## config.mk

```make
export PLATFORM = sky130hd
export DESIGN_NAME = trig_type_lv1a_delta_gen
export DESIGN_NICKNAME = d
export VERILOG_FILES = /design/src/rtl/trig_type_lv1a_delta_gen.sv
export SDC_FILE = /design/constraint.sdc
export NUM_CORES = 1
export LEC_CHECK = 0
export CORE_UTILIZATION = 55
export CTS_CLUSTER_DIAMETER = 30
export CTS_CLUSTER_SIZE = 40
export DETAILED_ROUTE_END_ITERATION = 12
export PLACE_DENSITY_LB_ADDON = 0.15
export RECOVER_POWER = 25
export REMOVE_ABC_BUFFERS = 1
export SYNTH_ARGS = -nofsm -noshare
export SYNTH_HDL_FRONTEND = slang
export SYNTH_SLANG_ARGS = --single-unit
```

## constraint.sdc

```tcl
create_clock -name clk -period 4.35 [get_ports clk]
set_clock_uncertainty 0.05 [all_clocks]
set_input_delay 0.87 -clock clk [delete_from_list [all_inputs] [get_ports clk]]
set_output_delay 0.87 -clock clk [all_outputs]
set_load 0.005 [all_outputs]
```

## src/rtl/trig_type_lv1a_delta_gen.sv

```systemverilog
// Delta-pattern LV1A trigger type: isolated one-sample pulses on the ET sum and veto vector,
// coincidence window, prescaler, single/multi-shot issue with holdoff, per-live-period diagnostics.
module trig_type_lv1a_delta_gen #(
    parameter int ET_W    = 16,
    parameter int VETO_W  = 32,
    parameter int CNT_W   = 9,
    parameter int CNT_MAX = 510,
    parameter int WIN_W   = 4,
    parameter int PS_W    = 8,
    parameter int HO_W    = 8,
    parameter int NCNT_W  = 16
) (
    input  logic              clk,
    input  logic              rst_n,
    input  logic [ET_W:0]     in_et,
    input  logic [VETO_W-1:0] in_veto,
    input  logic              in_live,
    input  logic              in_ena,
    input  logic              user_ena,
    input  logic              multi_ena,
    input  logic [ET_W-1:0]   delta_et_thre,
    input  logic [VETO_W-1:0] delta_veto_ptn,
    input  logic [WIN_W-1:0]  coin_win,
    input  logic [PS_W-1:0]   prescale,
    input  logic [HO_W-1:0]   holdoff,
    output logic              out_lv1a,
    output logic [ET_W-1:0]   et_raw,
    output logic [VETO_W-1:0] veto_raw,
    output logic [NCNT_W-1:0] ndelta,
    output logic [NCNT_W-1:0] ntrig,
    output logic [CNT_W-1:0]  delay_et,
    output logic [CNT_W-1:0]  delay_veto
);

    localparam logic [2:0] ST_IDLE    = 3'd0;
    localparam logic [2:0] ST_ARMED   = 3'd1;
    localparam logic [2:0] ST_FIRE    = 3'd2;
    localparam logic [2:0] ST_HOLDOFF = 3'd3;
    localparam logic [2:0] ST_DONE    = 3'd4;

    localparam logic [CNT_W-1:0]  CNT_SAT = CNT_W'(CNT_MAX);
    localparam logic [NCNT_W-1:0] NCNT_ONE = NCNT_W'(1);

    logic [ET_W:0]       et_s0_reg, et_s1_reg, et_s2_reg;
    logic [VETO_W-1:0]   veto_s0_reg, veto_s1_reg, veto_s2_reg;
    logic [CNT_W-1:0]    cnt_reg;
    logic [CNT_W-1:0]    t_et_reg, t_veto_reg;
    logic [CNT_W-1:0]    t_et_next, t_veto_next;
    logic [WIN_W-1:0]    et_timer_reg, veto_timer_reg;
    logic [PS_W-1:0]     ps_cnt_reg;
    logic [HO_W-1:0]     ho_cnt_reg;
    logic [2:0]          state_reg;
    logic                live_d_reg;
    logic                out_reg;
    logic [ET_W-1:0]     et_raw_reg;
    logic [VETO_W-1:0]   veto_raw_reg;
    logic [NCNT_W-1:0]   ndelta_reg, ntrig_reg;
    logic [CNT_W-1:0]    delay_et_reg, delay_veto_reg;

    logic [VETO_W-1:0]   veto_match;
    logic                eval_ena;
    logic                live_rise;
    logic                et_delta;
    logic                veto_delta;
    logic                coin;
    logic                armed_hit;
    logic                fire;

    assign eval_ena  = in_live & in_ena;
    assign live_rise = in_live & ~live_d_reg;

    // A veto bit matches when the pattern does not require it or the sample has it set.
    genvar gi;
    generate
        for (gi = 0; gi < VETO_W; gi++) begin : g_veto_match
            assign veto_match[gi] = ~delta_veto_ptn[gi] | veto_s1_reg[gi];
        end
    endgenerate

    assign et_delta = eval_ena
                   && (et_s2_reg == '0)
                   && et_s1_reg[ET_W]
                   && (et_s1_reg[ET_W-1:0] > delta_et_thre)
                   && (et_s0_reg == '0);

    // An all-zero pattern would otherwise match an empty sample, so demand some activity.
    assign veto_delta = eval_ena
                     && (veto_s2_reg == '0)
                     && (&veto_match)
                     && ((delta_veto_ptn != '0) || (veto_s1_reg != '0))
                     && (veto_s0_reg == '0);

    assign coin = (et_delta && (veto_delta || (veto_timer_reg != '0)))
               || (veto_delta && (et_timer_reg != '0));

    assign armed_hit = coin && user_ena && (state_reg == ST_ARMED);
    // >= keeps the prescaler from running away if prescale is lowered mid-count.
    assign fire      = armed_hit && (ps_cnt_reg >= prescale);

    // Bypass so a trigger completed by a delta in this cycle reports this cycle's count.
    assign t_et_next   = et_delta   ? cnt_reg : t_et_reg;
    assign t_veto_next = veto_delta ? cnt_reg : t_veto_reg;

    always_ff @(posedge clk or negedge rst_n) begin
        if (!rst_n) begin
            et_s0_reg   <= '0;
            et_s1_reg   <= '0;
            et_s2_reg   <= '0;
            veto_s0_reg <= '0;
            veto_s1_reg <= '0;
            veto_s2_reg <= '0;
            live_d_reg  <= 1'b0;
        end else begin
            live_d_reg <= in_live;
            if (!in_live) begin
                et_s0_reg   <= '0;
                et_s1_reg   <= '0;
                et_s2_reg   <= '0;
                veto_s0_reg <= '0;
                veto_s1_reg <= '0;
                veto_s2_reg <= '0;
            end else begin
                et_s0_reg   <= in_et;
                et_s1_reg   <= et_s0_reg;
                et_s2_reg   <= et_s1_reg;
                veto_s0_reg <= in_veto;
                veto_s1_reg <= veto_s0_reg;
                veto_s2_reg <= veto_s1_reg;
            end
        end
    end

    always_ff @(posedge clk or negedge rst_n) begin
        if (!rst_n) begin
            cnt_reg        <= '0;
            t_et_reg       <= '0;
            t_veto_reg     <= '0;
            et_timer_reg   <= '0;
            veto_timer_reg <= '0;
        end else if (!in_live) begin
            cnt_reg        <= '0;
            t_et_reg       <= '0;
            t_veto_reg     <= '0;
            et_timer_reg   <= '0;
            veto_timer_reg <= '0;
        end else if (in_ena) begin
            if (cnt_reg < CNT_SAT) begin
                cnt_reg <= cnt_reg + CNT_W'(1);
            end
            t_et_reg   <= t_et_next;
            t_veto_reg <= t_veto_next;
            // Coincidence consumes both deltas so neither can pair a second time.
            if (coin) begin
                et_timer_reg   <= '0;
                veto_timer_reg <= '0;
            end else begin
                if (et_delta) begin
                    et_timer_reg <= coin_win;
                end else if (et_timer_reg != '0) begin
                    et_timer_reg <= et_timer_reg - WIN_W'(1);
                end
                if (veto_delta) begin
                    veto_timer_reg <= coin_win;
                end else if (veto_timer_reg != '0) begin
                    veto_timer_reg <= veto_timer_reg - WIN_W'(1);
                end
            end
        end
    end

    always_ff @(posedge clk or negedge rst_n) begin
        if (!rst_n) begin
            ps_cnt_reg <= '0;
        end else if (!in_live) begin
            ps_cnt_reg <= '0;
        end else if (armed_hit) begin
            ps_cnt_reg <= fire ? '0 : ps_cnt_reg + PS_W'(1);
        end
    end

    always_ff @(posedge clk or negedge rst_n) begin
        if (!rst_n) begin
            state_reg  <= ST_IDLE;
            ho_cnt_reg <= '0;
            out_reg    <= 1'b0;
        end else if (!in_live) begin
            state_reg  <= ST_IDLE;
            ho_cnt_reg <= '0;
            out_reg    <= 1'b0;
        end else begin
            out_reg <= fire;
            case (state_reg)
                ST_IDLE: begin
                    state_reg <= ST_ARMED;
                end
                ST_ARMED: begin
                    if (fire) begin
                        state_reg <= ST_FIRE;
                    end
                end
                ST_FIRE: begin
                    if (in_ena) begin
                        if (multi_ena) begin
                            state_reg  <= ST_HOLDOFF;
                            ho_cnt_reg <= holdoff;
                        end else begin
                            state_reg <= ST_DONE;
                        end
                    end
                end
                ST_HOLDOFF: begin
                    if (in_ena) begin
                        if (ho_cnt_reg == '0) begin
                            state_reg <= ST_ARMED;
                        end else begin
                            ho_cnt_reg <= ho_cnt_reg - HO_W'(1);
                        end
                    end
                end
                ST_DONE: begin
                    state_reg <= ST_DONE;
                end
                default: begin
                    state_reg <= ST_IDLE;
                end
            endcase
        end
    end

    // Diagnostics survive a dead period and are only wiped when the next live period opens.
    always_ff @(posedge clk or negedge rst_n) begin
        if (!rst_n) begin
            et_raw_reg     <= '0;
            veto_raw_reg   <= '0;
            ndelta_reg     <= '0;
            ntrig_reg      <= '0;
            delay_et_reg   <= '0;
            delay_veto_reg <= '0;
        end else if (live_rise) begin
            et_raw_reg     <= '0;
            veto_raw_reg   <= '0;
            ndelta_reg     <= '0;
            ntrig_reg      <= '0;
            delay_et_reg   <= '0;
            delay_veto_reg <= '0;
        end else begin
            if (et_delta) begin
                et_raw_reg <= et_s1_reg[ET_W-1:0];
            end
            if (veto_delta) begin
                veto_raw_reg <= veto_s1_reg;
            end
            if (coin && (ndelta_reg != '1)) begin
                ndelta_reg <= ndelta_reg + NCNT_ONE;
            end
            if (fire) begin
                delay_et_reg   <= t_et_next;
                delay_veto_reg <= t_veto_next;
                if (ntrig_reg != '1) begin
                    ntrig_reg <= ntrig_reg + NCNT_ONE;
                end
            end
        end
    end

    assign out_lv1a   = out_reg;
    assign et_raw     = et_raw_reg;
    assign veto_raw   = veto_raw_reg;
    assign ndelta     = ndelta_reg;
    assign ntrig      = ntrig_reg;
    assign delay_et   = delay_et_reg;
    assign delay_veto = delay_veto_reg;

endmodule

```

==> metrics.txt <==
status=complete, but fails checks; violations in the final reports=max-capacitance violations, max-slew violations; total placed instance area=16000 sq um; number of antenna violations at the first check in global routing=2; most used cells in the layout excluding fill and tap cells=sky130_fd_sc_hd__dfrtp_1, sky130_fd_sc_hd__clkdlybuf4s50_1, sky130_fd_sc_hd__and2_1; number of placed I/O pins=222; # port buffers=221; count of hold buffers inserted by post-cts repair=0; number of buffers between clock root and the deepest sink=3; gate family responsible for the most delay along the worst path=compound AO/OA/AOI/OAI gates; number of buffers created by CTS=52; clock insertion delay at the later pin of the skew report=0.55 ns; fill cell count=1576; fraction of synthesized area in multiplexers=0.0417; simple-gate portion of the synthesized area=0.228; clock sink total=301; CP arrival=4.11 ns; Worst Setup Slack, final=0.624 ns; CTS tree=yes; Logic pwr share=0.093; number of global-route vias before repair=10800; Pwr per Cell Area=438 nW/um^2; Core ar.=23800 sq um; Die Width=158 um; level count of the clock H-tree=2; CP Data Required Time=4.73 ns; final slew viol count=88; maximum resistive drop on vdd=337 uV; number of cells produced by synthesis=1283; critical-path cell with the highest stage delay=sky130_fd_sc_hd__o311ai_2; Clock power frac=0.525; Critical Path Sink Type=register; Routed WL=34.6 mm; actual transition at the worst max-transition pin=2.31 ns; final weighted congestion in routability-driven placement=0.925; largest fanout of any net on the critical path=20; total global routing track utilization=0.288; fin nets=1668; dpl hpwl=23.2 mm; layout cell share with drive strength beyond 1=0.0887; number of endpoints with negative hold slack in the final report=0; area of the multi-input gates=5470 sq um; design internal power=0.00586 W; Yosys warnings=0; crit share post-route=0.857; clock transition at the registers of the reported paths=0.05 ns; sequential share of the synthesized area=0.560; Final Critical Period=3.73 ns; flop and latch count out of synthesis=301; setup repair after global routing missed its margin=false; post-route ant nets=0; growth of design area from synthesis to finish=32.4%; Setup CP Type=in2reg; largest net degree at the start of global routing=92; first-pass GRT wire length=56.1 mm; relative contribution of sequential cells to total power=0.382; fraction of registers with async set or reset after synthesis=1.00; combinational family with the most area after synthesis=simple AND/OR/NAND/NOR gates; kind of launch point of the worst setup path=input pin; parity-gate share of the synthesized area counting xor and xnor cells=0.00391; Post-synth EDFFs=0; most common library cell in the layout ignoring fill and taps=sky130_fd_sc_hd__dfrtp_1; mean routed wirelength per cell=18.5 um; cell area after synthesis=13400 sq um; Tightest Hold Check Type=reg2reg; total non-filler cell area in the finished layout=17800 sq um; die height=158 um; detailed-router iteration count before antenna repair=6; Main synth FF type=sky130_fd_sc_hd__dfrtp_1; delay contributed by the slowest stage of the critical path=0.70 ns; vias post-DR=10800; Switch Pwr=0.00193 W; Compound-Gate Fraction of Synth Area=0.101; reported max-cap violation count=1; adder-cell share of the synthesized area=0.0307; number of vias per cell=5.76; clk root buf=sky130_fd_sc_hd__clkbuf_16; effective utilization at floorplan=0.566; drt drc=0; static leakage=7.85 nW; Setup Viol. Count Final=0; number of core rows=56; area of all sequential standard cells=7530 sq um; crit path buf inv count=2; sw frac=0.248; total gr overflow=0; highest achievable clock rate=0.268 GHz; Worst slew margin=-0.539; count of buffers added by post-CTS timing repair for setup=0; initial DRC count=736; DIE AREA=25100 sq um; synth unique cells=59; pre-CTS setup slack=0.119 ns; Synth Area per Inst=10.5 sq um; total of cells resized after clock tree synthesis=0; crit path cell chain=clkdlybuf4s50_1 > inv_1 > ha_1 > nand4_1 > or2_0 > o22ai_1 > o311ai_2 > nand3_4 > a22o_1 > and3_1 > o31a_1
[logic make-up (layout without fill, tap and decap cells)]
logic type | Yosys count | after routing
compound gates | 213 | 213
fa+ha+maj | 33 | 33
other cells | 0 | 1
flops | 301 | 301
buf+inv | 116 | 388
simple gates | 558 | 558
xor+xnor | 6 | 6
mux | 56 | 56
[layer usage]
metal | wire [um] | vias to the layer above | share of wire | global-route usage
li1 | - | 5007 | - | -
met1 | 14500 | 5276 | 0.42 | 0.389
met2 | 16700 | 440 | 0.48 | 0.472
met3 | 2240 | 80 | 0.065 | 0.0482
met4 | 1080 | 2 | 0.031 | 0.102
met5 | 16 | - | 0.00046 | 0
[worst register-to-register path, stage by stage (launching register included)]
cell                       delay, ns
sky130_fd_sc_hd__dfrtp_1        0.41
sky130_fd_sc_hd__ha_1           0.33
sky130_fd_sc_hd__nand4_1        0.18
sky130_fd_sc_hd__or2_0          0.29
sky130_fd_sc_hd__o22ai_1        0.36
sky130_fd_sc_hd__o311ai_2       0.31
sky130_fd_sc_hd__nand3_4        0.19
sky130_fd_sc_hd__a22oi_4        0.10
sky130_fd_sc_hd__buf_12         0.20
sky130_fd_sc_hd__or3_4          0.41
sky130_fd_sc_hd__o41ai_1        0.36
[metrics by stage]
stage                util  total power, W  TNS [ns]  hold slack [ns]  instances
global placement    0.674         0.00371         0            0.417       1777
detailed placement  0.674         0.00373         0            0.418       1777
floorplan               -         0.00339    -14.66            0.399       1215
global route        0.750         0.00807         0            0.442       1875
CTS                 0.750         0.00784         0            0.312       1874
finish              0.750         0.00780         0            0.422       1875
[Yosys cell counts (all sizes together) (5+ instances only)]
library cell	n	area (sq um)
clkbuf	52	195
o21ai	46	230
nor2b	13	81.3
nor3	18	90.1
or2	6	37.5
nand3	35	188
ha	33	413
a21oi	67	339
mux2i	56	561
a31oi	22	138
nand4	32	200
a211oi	18	135
xor2	5	43.8
dfrtp	301	7530
and2	145	907
nand2b	25	156
or3	18	118
o211ai	10	75.1
nor2	90	338
and4	6	52.6
or4	15	113
o31ai	14	105
nor4	47	300
buf	16	91.3
inv	48	180
and3	15	93.8
o22ai	7	50.1
nand2	83	312
a21o	5	37.5
[worst paths after layout]
| check | start | to | slack (ns) | cells past startpoint |
|---|---|---|---|---|
| min | et_s0_reg[3] | et_s1_reg[3] | 0.42 | 1 |
| max reg2reg | et_s1_reg[14] | ps_cnt_reg[7] | 1.03 | 10 |
| max in group asynchronous | rst_n | ps_cnt_reg[4] | 1.76 | 2 |
| min reg2reg | et_s0_reg[3] | et_s1_reg[3] | 0.42 | 1 |
| min in group asynchronous | rst_n | et_s2_reg[10] | 0.95 | 1 |
| max | delta_et_thre[14] | state_reg[1] | 0.62 | 11 |
[cell type report]
cell class,instances,share of cell area
Antenna cell,1,0.000141
Inverter,48,0.0101
Tap cell,319,0.0224
Clock inverter,36,0.0218
Clock buffer,61,0.0796
Timing Repair Buffer,243,0.136
Sequential cell,301,0.423
Multi-Input combinational cell,866,0.307
[power groups by stage]
stage                     clock network, W  logic (W)  registers, W
after floorplan                          0   0.000400       0.00299
after global placement                   0   0.000692       0.00302
after detailed placement                 0   0.000710       0.00302
after CTS                          0.00414   0.000723       0.00298
after global routing               0.00427   0.000808       0.00299
final                              0.00409   0.000723       0.00298
Note: power is estimated with default switching activity, not from simulation.
